<file path="src/rtl/decode_scoreboard.sv">
// Decode-stage operand forwarding and long-latency write scoreboard.
// Raises a stall on load-use, RAW, WAW and capacity hazards.
module decode_scoreboard #(
  parameter int NUM_SRC         = 3,
  parameter int DATA_WIDTH      = 32,
  parameter int RF_ADDR_WIDTH   = 5,
  parameter int MAX_OUTSTANDING = 4,
  parameter int CNT_WIDTH       = 32
) (
  input  logic                              clk,
  input  logic                              rst,
  input  logic                              Decode_Valid,
  input  logic [NUM_SRC*RF_ADDR_WIDTH-1:0]  Decode_RsAddr,
  input  logic [NUM_SRC-1:0]                Decode_RsUsed,
  input  logic [RF_ADDR_WIDTH-1:0]          Decode_RdAddr,
  input  logic                              Decode_RdWrtEn,
  input  logic                              Decode_LongOp,
  input  logic [NUM_SRC*DATA_WIDTH-1:0]     RF_RsData,
  input  logic [RF_ADDR_WIDTH-1:0]          IDEX_RdAddr,
  input  logic                              IDEX_WbRdEn,
  input  logic                              IDEX_LdEn,
  input  logic [DATA_WIDTH-1:0]             EX_AluData,
  input  logic [RF_ADDR_WIDTH-1:0]          EXMem_RdAddr,
  input  logic                              EXMem_RdWrtEn,
  input  logic                              Mem_LdEn,
  input  logic [DATA_WIDTH-1:0]             EXMem_AluData,
  input  logic [DATA_WIDTH-1:0]             Dcache_DataRd,
  input  logic [RF_ADDR_WIDTH-1:0]          MemWb_RdAddr,
  input  logic                              MemWb_RdWrtEn,
  input  logic [DATA_WIDTH-1:0]             Wb_DataWrt,
  input  logic                              Long_WbValid,
  input  logic [RF_ADDR_WIDTH-1:0]          Long_WbRdAddr,
  input  logic [DATA_WIDTH-1:0]             Long_WbData,
  input  logic                              Pipe_Stall,
  output logic [NUM_SRC*DATA_WIDTH-1:0]     DecodeHazard_RsData,
  output logic                              DecodeHazard_StallReq,
  output logic                              DecodeHazard_Issue,
  output logic                              DecodeHazard_Busy,
  output logic [CNT_WIDTH-1:0]              DecodeHazard_StallCnt
);

  localparam int AW = RF_ADDR_WIDTH;
  localparam int DW = DATA_WIDTH;
  localparam int NR = 2 ** AW;
  localparam int OW = $clog2(MAX_OUTSTANDING + 1);

  logic [NR-1:0]        r_pend;
  logic [OW-1:0]        r_cnt;
  logic [CNT_WIDTH-1:0] r_stall_cnt;

  logic w_lu;
  logic w_raw;
  logic w_waw;
  logic w_cap;
  logic w_stall;
  logic w_issue;
  logic w_set;
  logic w_clr;

  always_comb begin
    DecodeHazard_RsData = '0;
    for (int i = 0; i < NUM_SRC; i++) begin
      if (Decode_RsAddr[i*AW +: AW] == '0)
        DecodeHazard_RsData[i*DW +: DW] = '0;
      else if (IDEX_WbRdEn &&
               IDEX_RdAddr == Decode_RsAddr[i*AW +: AW])
        DecodeHazard_RsData[i*DW +: DW] = EX_AluData;
      else if (EXMem_RdWrtEn &&
               EXMem_RdAddr == Decode_RsAddr[i*AW +: AW])
        DecodeHazard_RsData[i*DW +: DW] =
          Mem_LdEn ? Dcache_DataRd : EXMem_AluData;
      else if (Long_WbValid &&
               Long_WbRdAddr == Decode_RsAddr[i*AW +: AW])
        DecodeHazard_RsData[i*DW +: DW] = Long_WbData;
      else if (MemWb_RdWrtEn &&
               MemWb_RdAddr == Decode_RsAddr[i*AW +: AW])
        DecodeHazard_RsData[i*DW +: DW] = Wb_DataWrt;
      else
        DecodeHazard_RsData[i*DW +: DW] = RF_RsData[i*DW +: DW];
    end
  end

  // A register completing this cycle no longer blocks its readers.
  always_comb begin
    w_lu  = 1'b0;
    w_raw = 1'b0;
    for (int i = 0; i < NUM_SRC; i++) begin
      if (Decode_RsUsed[i] && Decode_RsAddr[i*AW +: AW] != '0) begin
        if (IDEX_WbRdEn && IDEX_LdEn &&
            IDEX_RdAddr == Decode_RsAddr[i*AW +: AW])
          w_lu = 1'b1;
        if (r_pend[Decode_RsAddr[i*AW +: AW]] &&
            !(Long_WbValid &&
              Long_WbRdAddr == Decode_RsAddr[i*AW +: AW]))
          w_raw = 1'b1;
      end
    end
  end

  assign w_waw = Decode_RdWrtEn && Decode_RdAddr != '0 &&
                 r_pend[Decode_RdAddr] &&
                 !(Long_WbValid && Long_WbRdAddr == Decode_RdAddr);

  assign w_cap = Decode_LongOp && !Long_WbValid &&
                 r_cnt == OW'(MAX_OUTSTANDING);

  assign w_stall = Decode_Valid && (w_lu || w_raw || w_waw || w_cap);
  assign w_issue = Decode_Valid && !w_stall && !Pipe_Stall;

  assign w_set = w_issue && Decode_LongOp && Decode_RdWrtEn &&
                 Decode_RdAddr != '0;
  assign w_clr = Long_WbValid && r_pend[Long_WbRdAddr];

  always_ff @(posedge clk) begin
    if (rst) begin
      r_pend      <= '0;
      r_cnt       <= '0;
      r_stall_cnt <= '0;
    end else begin
      // Set is applied after clear so a same-register pair stays pending.
      if (w_clr)
        r_pend[Long_WbRdAddr] <= 1'b0;
      if (w_set)
        r_pend[Decode_RdAddr] <= 1'b1;
      if (w_set && !w_clr)
        r_cnt <= r_cnt + OW'(1);
      else if (w_clr && !w_set)
        r_cnt <= r_cnt - OW'(1);
      if (w_stall && !(&r_stall_cnt))
        r_stall_cnt <= r_stall_cnt + CNT_WIDTH'(1);
    end
  end

  assign DecodeHazard_StallReq = w_stall;
  assign DecodeHazard_Issue    = w_issue;
  assign DecodeHazard_Busy     = (r_cnt != '0);
  assign DecodeHazard_StallCnt = r_stall_cnt;

endmodule
</file>
<file path="config.mk">
export PLATFORM = sky130hd
export DESIGN_NAME = decode_scoreboard
export DESIGN_NICKNAME = d
export VERILOG_FILES = /design/src/rtl/decode_scoreboard.sv
export SDC_FILE = /design/constraint.sdc
export NUM_CORES = 1
export LEC_CHECK = 0
export ABC_CLOCK_PERIOD_IN_PS = 4600
export CAP_MARGIN = 20
export CORE_AREA = 2 2 174 176
export CTS_CLUSTER_DIAMETER = 40
export CTS_CLUSTER_SIZE = 25
export DETAILED_ROUTE_END_ITERATION = 7
export DIE_AREA = 0 0 176 178
export GPL_TIMING_DRIVEN = 0
export MAX_ROUTING_LAYER = met4
export PLACE_DENSITY = 0.64
export SLEW_MARGIN = 20
export SYNTH_ARGS = -nofsm -noshare
export SYNTH_HDL_FRONTEND = slang
export SYNTH_SLANG_ARGS = --single-unit
</file>
<file path="constraint.sdc">
create_clock -name clk -period 4.6 [get_ports clk]
set_input_delay 0.69 -clock clk [delete_from_list [all_inputs] [get_ports clk]]
set_output_delay 0.69 -clock clk [all_outputs]
set_load 0.005 [all_outputs]
</file>
* Yosys cells after proc, flatten, opt, wreduce, memory -nomap -nowiden
Cells that the tools add are included.
Word-level totals: logic and storage cells 140, input port bits 311, register bits after elaboration 67, output and inout bits 131
Cells by class: magnitude comparators 7, eq/ne operators 14, bitwise operators 3, mux-type cells 47, reductions and logical operators 63, $add $sub $neg 3
Operator list (count):
- $mux 32 | 19
- $eq 5x5->1 | 13
- $logic_and 1x1->1 | 40
- $add 32x1->32 const B | 1
- $and 32x32->32 | 1
- $not 32->32 | 1
- $or 32x32->32 | 1
- $reduce_and 32->1 | 1
- $lt 5x6->1 const B | 5
- $bmux 1 s5 | 5
- $reduce_bool 5->1 | 4
- $mux 1 | 19
- $logic_not 5->1 | 3
- $demux 1 s5 | 2
- $ge 5x1->1 const B | 2
- $logic_not 1->1 | 10
- $mux 3 | 2
- $add 3x1->3 const B | 1
- $eq 3x3->1 const B | 1
- $logic_or 1x1->1 | 3
- $reduce_bool 3->1 | 1
- $sub 3x1->3 const B | 1
- $reduce_bool 2->1 | 1

* Longest topological paths before layout
Gate-level depths: netlist (run 1).
word-level depth 24, gate-level depth with buffers 18, mapped depth without buffers 14

* Worst setup path after synthesis (run 1)
OpenSTA, ideal clock, no wires.
path kind input port to flip-flop, start in Decode_RsAddr[10], end reg r_cnt[2], stages 18, arrival time 4093 ps, path buffers 4, required time 4530 ps, slack 437 ps, library setup time 70 ps, path through buf_6 buf_6 mux4_2 mux4_2 nand2b_1 and4b_1 a31oi_1 and3_1 buf_4 nand4b_4 buf_6 inv_1 ha_1 inv_1 fa_1 xor2_1 or3_1 a21oi_1
On the way: word-level cells in the longest chain between the ends 19, elaborated cells on any way between the ends 29, classes of those cells eq/ne (2); mux (7); reduce/logical (20)
RTL lines:
- start: declaration | line 13 | input logic [NUM_SRC*RF_ADDR_WIDTH-1:0] Decode_RsAddr,
- parallel branches: the longest is 6 deep, another holds $bmux 1 s5
- $logic_or 1x1->1 * (3 in series) | line 107 | assign w_stall = Decode_Valid && (w_lu || w_raw || w_waw || w_cap);
- $logic_and 1x1->1 * | line 107
- $logic_not 1->1 * | line 108 | assign w_issue = Decode_Valid && !w_stall && !Pipe_Stall;
- $logic_and 1x1->1 * (2 in series) | line 108
- $logic_and 1x1->1 * (3 in series) | line 110 | assign w_set = w_issue && Decode_LongOp && Decode_RdWrtEn &&
- $logic_not 1->1 | line 127 | else if (w_clr && !w_set)
- $logic_and 1x1->1 | line 127
- $reduce_bool 2->1 (no line)
- end signal: assignment | line 126 | r_cnt <= r_cnt + OW'(1);
- end signal: assignment | line 128 | r_cnt <= r_cnt - OW'(1);
- end: declaration | line 48 | logic [OW-1:0] r_cnt;
Every way passes the cells marked *. The select of a mux whose other input is x is not followed. A chain may end at the register's enable or synchronous reset.

* Worst setup path after layout (run 1)
start in Decode_RsAddr[6], end out DecodeHazard_RsData[36]
On the way: word-level cells in the longest chain between the ends 7, elaborated cells on any way between the ends 14, classes of those cells eq/ne (4); mux (5); reduce/logical (5)
RTL lines:
- $eq 5x5->1 | line 76 | MemWb_RdAddr == Decode_RsAddr[i*AW +: AW])
- $logic_and 1x1->1 | line 75 | else if (MemWb_RdWrtEn &&
- $mux 32 | line 75
- $mux 32 | line 72 | else if (Long_WbValid &&
- $mux 32 | line 68 | else if (EXMem_RdWrtEn &&
- $mux 32 | line 65 | else if (IDEX_WbRdEn &&
- $mux 32 * | line 63 | if (Decode_RsAddr[i*AW +: AW] == '0)
- end: declaration | line 35 | output logic [NUM_SRC*DATA_WIDTH-1:0] DecodeHazard_RsData,
Every way passes the cells marked *; elsewhere a longest branch is shown, timed or not.

==> flow_summary.json, run 1 <==
{
  "outcome": "finished, final reports clean",
  "syn_inst": 1349,
  "async_reset_ff_share_pct": 0,
  "dieArea_mm2": 0.03133,
  "initial_core_util_pct": 34.20,
  "dp_hpwl_um": 47270,
  "synth_cell_types": 60,
  "cp.arrival_ns": 3.90,
  "grt_pass1_vias": 12730,
  "finalPower_mw": 2.485,
  "finalSetupViolCount": 0,
  "finalCriticalPeriod_ns": 4.587,
  "critPathLaunchType": "primary input",
  "die_h_um": 178,
  "grt_max_degree": 14,
  "gp_congestion": 0.9912,
  "place_area_mm2": 0.01478,
  "layout.nets": 2098,
  "min_path_type": "register to register",
  "final_util_pct": 52.67,
  "dieWidth_um": 176,
  "antenna_found_initial": 33,
  "tritoncts": "done",
  "yosysMostFrequentCell": "nor2_1",
  "synthesis.area_mm2": 0.01006,
  "worstSkewPairLatency_ns": 0.35,
  "worst-path-max-fanout": 10,
  "grt_pass1_wl_um": 84130,
  "viasPerCell": 6.098,
  "slew_headroom_pct": 44.54,
  "cts_buffers": 9,
  "tightest_slew_ns": 0.8318,
  "wl_per_cell_um": 26.92,
  "design_area_mm2": 0.01549,
  "synth_top_area_share_pct": 14.33,
  "finalWorstSetupSlack_ns": 0.01263,
  "p_leak_nw": 5.312,
  "synth-seq-area-share_pct": 13.34,
  "rows": 63,
  "end_kind": "primary output",
  "numClockSinks": 67,
  "maxCapViolCount": 0,
  "required_ns": 3.91,
  "place_ws_ns": -0.9120,
  "track_usage_pct": 36.89,
  "fin_crit_sh_pct": 99.73,
  "synth_top_cell_by_area": "a211oi_1",
  "synth_edf_count": 0,
  "ioPinCount": 442,
  "slew_viol_final": 0,
  "first_pass_iters": 5,
  "port_buffers": 423,
  "hold_viol": 0,
  "coreArea_mm2": 0.02940,
  "drt_iter0_drc": 1728,
  "irDropWorstVdd_mv": 0.1877,
  "fmax_mhz": 218.0,
  "powerDensity_mw_per_mm2": 160.4,
  "finalClockSkew_ns": 0.007939,
  "synth_area_leaders": "a211oi_1 (14%), dfxtp_1 (13%), mux2i_1 (12%)",
  "overflow": 0,
  "num_vias": 13490,
  "root_buffer": "clkbuf_16",
  "syn_nets": 1663,
  "synth_seq_cells": 67,
  "clockBufferDepth": 2,
  "antenna_left": 0,
  "ys_dominant_reg_cell": "dfxtp_1",
  "clkTransAtPathRegs_ns": 0.06,
  "htreeDepth": 3,
  "setup_tns_ns": 0,
  "area_growth_pct": 54.01,
  "syn_area_per_cell_um2": 7.454,
  "worstSetupPathType": "primary input to primary output",
  "drc_errors": 0,
  "drive_above_1_share_pct": 11.51,
  "yosys-top-cells-count": "nor2_1 (227), a211oi_1 (192), mux2i_1 (123), a21oi_1 (115), clkbuf_1 (101)",
  "yosys_warnings": 0,
  "wl_um": 59550
}
[per-stage QoR]
stage                     instances  hold slack (ns)
after floorplan                1349           0.4669
after global placement         2162           0.4735
after detailed placement       2162           0.4908
after CTS                      2179           0.4996
after global routing           2212           0.5290
final                          2212           0.5021
[cell usage in the layout, fill, tap and decap left out, types with 12 or more instances in the layout]
cell type and count:
a211oi_1 177, a211oi_2 15, a21oi_1 115, buf_2 25, buf_4 13, clkbuf_1 65, clkbuf_2 26, clkdlybuf4s50_1 420
dfxtp_1 67, diode_2 33, inv_1 16, mux2_2 42, mux2i_1 123, mux4_2 31, nand2_1 36, nand3_1 29
nand4_1 20, nor2_1 227, nor4_1 17, o211ai_1 23, o31ai_1 35, or3_1 12, xnor2_1 14, xor2_1 53
[power breakdown]
part / switching (mW) / total, mW / internal (mW)
registers: 0.00415 / 0.587 / 0.583
clock network: 0.278 / 0.753 / 0.475
logic: 0.534 / 1.14 / 0.610
[per-layer routing]
layer | up-vias | share of wire, % | GRT usage (%) | routed length [µm]
li1 | 6045 | - | - | -
met1 | 6443 | 38 | 44.87 | 22820
met2 | 849 | 47 | 57.82 | 27900
met3 | 151 | 11 | 11.13 | 6779
met4 | 0 | 3.4 | 13.57 | 2054
met5 | - | 0 | - | 0
[state kept, by name, summed over array words and instances (netlist names)]
signal / flops
r_pend: 32
DecodeHazard_StallCnt: 32
r_cnt: 3
[timing repair]
action	in CTS	in global routing
setup endpoints to repair	99	85
setup buffers	3	2
hold buffers	0	0
resized for setup	75	56
hold endpoints to repair	0	0
gates cloned	1	0
pin swaps	2	4
[worst max-delay path, stage by stage]
cell	delay (ns)
dlygate4sd2_1	0.39
buf_4	0.27
xor2_1	0.16
nor2_1	0.08
nand3_1	0.43
clkbuf_1	0.69
nor2_1	0.12
a211oi_2	0.45
clkdlybuf4s50_1	0.60
[final timing paths]
| path | start | end | slack (ns) | depth (start not counted) |
|---|---|---|---|---|
| worst max-delay path | Decode_RsAddr[6] | DecodeHazard_RsData[36] | 0.01 | 9 |
| worst min-delay path | r_cnt[2] | r_cnt[2] | 0.50 | 2 |
| worst max register to register | r_pend[13] | r_cnt[2] | 0.51 | 16 |
| worst min register to register | r_cnt[2] | r_cnt[2] | 0.50 | 2 |
[area by class of cell]
cell class | instances | area (µm²)
antenna | 33 | 82.58
buffer | 143 | 753.2
clock buffer | 10 | 229.0
clock inverter | 6 | 88.84
fill | 2903 | 13910
inverter | 17 | 63.81
multi-input combinational | 1117 | 8169
sequential | 67 | 1341
tap | 390 | 488.0
timing repair buffer | 429 | 4272
[cell families after synthesis]
group	Yosys count	synth area share [%]
AO/OA/AOI/OAI	418	28.29
XOR/XNOR	67	5.836
adder cells (fa/ha/maj)	3	0.4479
buffers and inverters	165	7.055
flip-flops	67	13.34
multiplexers	199	24.23
AND/OR/NAND/NOR	430	20.80
Note: power is estimated with default switching activity, not from simulation.
==> run 2: changes to the inputs <==
Settings changed: CTS_CLUSTER_DIAMETER 40 to default.
==> results of run 2 <==
The final DEF is identical to that of run 1; final timing and power are the same.
==> run 3: changes to the inputs <==
Settings changed: GPL_ROUTABILITY_DRIVEN from default to 0.
==> run 3 against run 2 <==
Compared with the run above: maximum frequency is 1.8% higher; register-to-register slack hardly changed; non-clock buffer count is 4 lower; highest routed layer unchanged; combinational power hardly changed; hold slack worse by 0.0084 ns.
==> flow_summary.json, run 3 (synthesis results as in run 1) <==
{
  "outcome": "finished, final reports clean",
  "final_common_cell": "clkdlybuf4s50_1",
  "critPathLaunchType": "primary input",
  "maxCapViolCount": 0,
  "rows": 63,
  "hold_viol": 0,
  "finalSetupViolCount": 0,
  "crit_buf_inv": 5,
  "port_buffers": 423,
  "fin_crit_sh_pct": 97.92,
  "slowest_delay_ns": 0.59,
  "combPwrFrac_pct": 46.5,
  "end_kind": "primary output",
  "tightest_slew_ns": 0.7156,
  "power_switching_mw": 0.8042,
  "swShare_pct": 33.12,
  "fillers": 2846,
  "irDropWorstVdd_mv": 0.1629,
  "clkTransAtPathRegs_ns": 0.06,
  "grt_pass1_wl_um": 82600,
  "dieWidth_um": 176,
  "slew_headroom_pct": 52.29,
  "drive_above_1_share_pct": 11.49,
  "finalClockSkew_ns": 0.01088,
  "initial_core_util_pct": 34.20,
  "clockBufferDepth": 2,
  "place_area_mm2": 0.01479,
  "path_cells": "clkdlybuf4s15_1 -> buf_6 -> xor2_1 -> nor4_1 -> nand3_1 -> clkbuf_2 -> clkbuf_2 -> a211oi_1 -> a21oi_1 -> a211oi_1 -> clkdlybuf4s50_1",
  "drc_errors": 0,
  "finalCriticalPeriod_ns": 4.504,
  "p_seq_share_pct": 24.2,
  "holdWs_ns": 0.4937,
  "setup_tns_ns": 0,
  "wl_per_cell_um": 26.15,
  "viasPerCell": 6.194,
  "grt_pass1_vias": 12960,
  "first_pass_iters": 6,
  "overflow": 0,
  "cts_buffers": 9,
  "dp_hpwl_um": 45680,
  "coreArea_mm2": 0.02940,
  "dieArea_mm2": 0.03133,
  "htreeDepth": 3,
  "p_leak_nw": 5.298,
  "mostFrequentLayoutCells": "clkdlybuf4s50_1 (419), nor2_1 (227), a211oi_1 (175)",
  "powerDensity_mw_per_mm2": 157.1,
  "layout.nets": 2094,
  "tritoncts": "done",
  "worstSkewPairLatency_ns": 0.35,
  "numClockSinks": 67,
  "design_area_mm2": 0.01546,
  "root_buffer": "clkbuf_16",
  "fmax_mhz": 222.0,
  "clkPwrFrac_pct": 29.3,
  "required_ns": 3.91,
  "ioPinCount": 442,
  "p_int_mw": 1.624,
  "drt_iter0_drc": 1980,
  "antenna_found_initial": 23,
  "finalPower_mw": 2.428,
  "num_vias": 13690,
  "track_usage_pct": 35.72,
  "crit_family": "buffers and inverters",
  "place_ws_ns": -0.9233,
  "finalWorstSetupSlack_ns": 0.09584,
  "grt_max_degree": 14,
  "min_path_type": "register to register",
  "worst-path-max-fanout": 10,
  "wl_um": 57780,
  "die_h_um": 178,
  "cp.arrival_ns": 3.81,
  "worstSetupPathType": "primary input to primary output",
  "cpMaxStageDelayCell": "clkdlybuf4s50_1",
  "area_growth_pct": 53.70,
  "antenna_left": 0,
  "slew_viol_final": 0
}
-- run 3: cell count changes in the layout (fill, tap and decap cells not counted), moves of 3 or more --
cell      before  now
clkbuf_1      65   61
clkbuf_2      26   22
diode_2       33   36
buf_2         25   22
clkbuf_4       3    7
-- run 3: per-layer routing --
| layer | track usage (%) | up-vias | part of all wire, % |
|---|---|---|---|
| li1 | - | 6049 | - |
| met5 | - | - | 0 |
| met2 | 57.12 | 964 | 47 |
| met4 | 14.05 | 0 | 3.8 |
| met1 | 42.51 | 6483 | 37 |
| met3 | 10.25 | 192 | 12 |
-- run 3: repair_timing --
item                                    CTS  global route
hold buffers                              0             0
endpoints found under the setup margin   99            92
buffers inserted                          4             0
pin swaps                                 3             4
resized for setup                        75            49
-- run 3: final cells by class --
type / instances / area [µm²] / area share [%]
clock inverters: 5 / 62.56 / 0.4048
multi-input cells: 1117 / 8165 / 52.83
flip-flops and latches: 67 / 1341 / 8.678
well taps: 390 / 488.0 / 3.157
inverters: 17 / 63.81 / 0.4129
plain buffers: 140 / 737.0 / 4.768
diodes: 36 / 90.09 / 0.5829
clock buffers: 10 / 239.0 / 1.546
repair buffers: 428 / 4269 / 27.62
-- run 3: power by group through the flow --
stage / Combinational [mW] / Sequential, mW / Clock [mW]
final: 1.13 / 0.587 / 0.712
after global routing: 1.19 / 0.587 / 0.740
after CTS: 1.10 / 0.587 / 0.713
after detailed placement: 1.08 / 0.600 / 0
after global placement: 1.07 / 0.600 / 0
after floorplan: 0.449 / 0.599 / 0
-- run 3: final timing paths --
kind	startpoint	to	slack (ns)	cells past startpoint
setup / recovery	Decode_RsAddr[12]	DecodeHazard_RsData[87]	0.1	11
hold / removal	DecodeHazard_StallCnt[9]	DecodeHazard_StallCnt[9]	0.49	2
setup reg to reg	r_pend[13]	r_cnt[2]	0.52	16
hold reg to reg	DecodeHazard_StallCnt[9]	DecodeHazard_StallCnt[9]	0.49	2
-- run 3: per-stage QoR --
stage               utilization (%)  cells
floorplan                         -   1349
global placement              50.26   2162
detailed placement            50.30   2163
CTS                           51.95   2177
global route                  52.49   2201
finish                        52.57   2210
-- run 3: worst min-delay path: stages, from the launching register on --
cell and delay (ns):
dfxtp_1 0.33, o41ai_1 0.06, a21oi_1 0.05
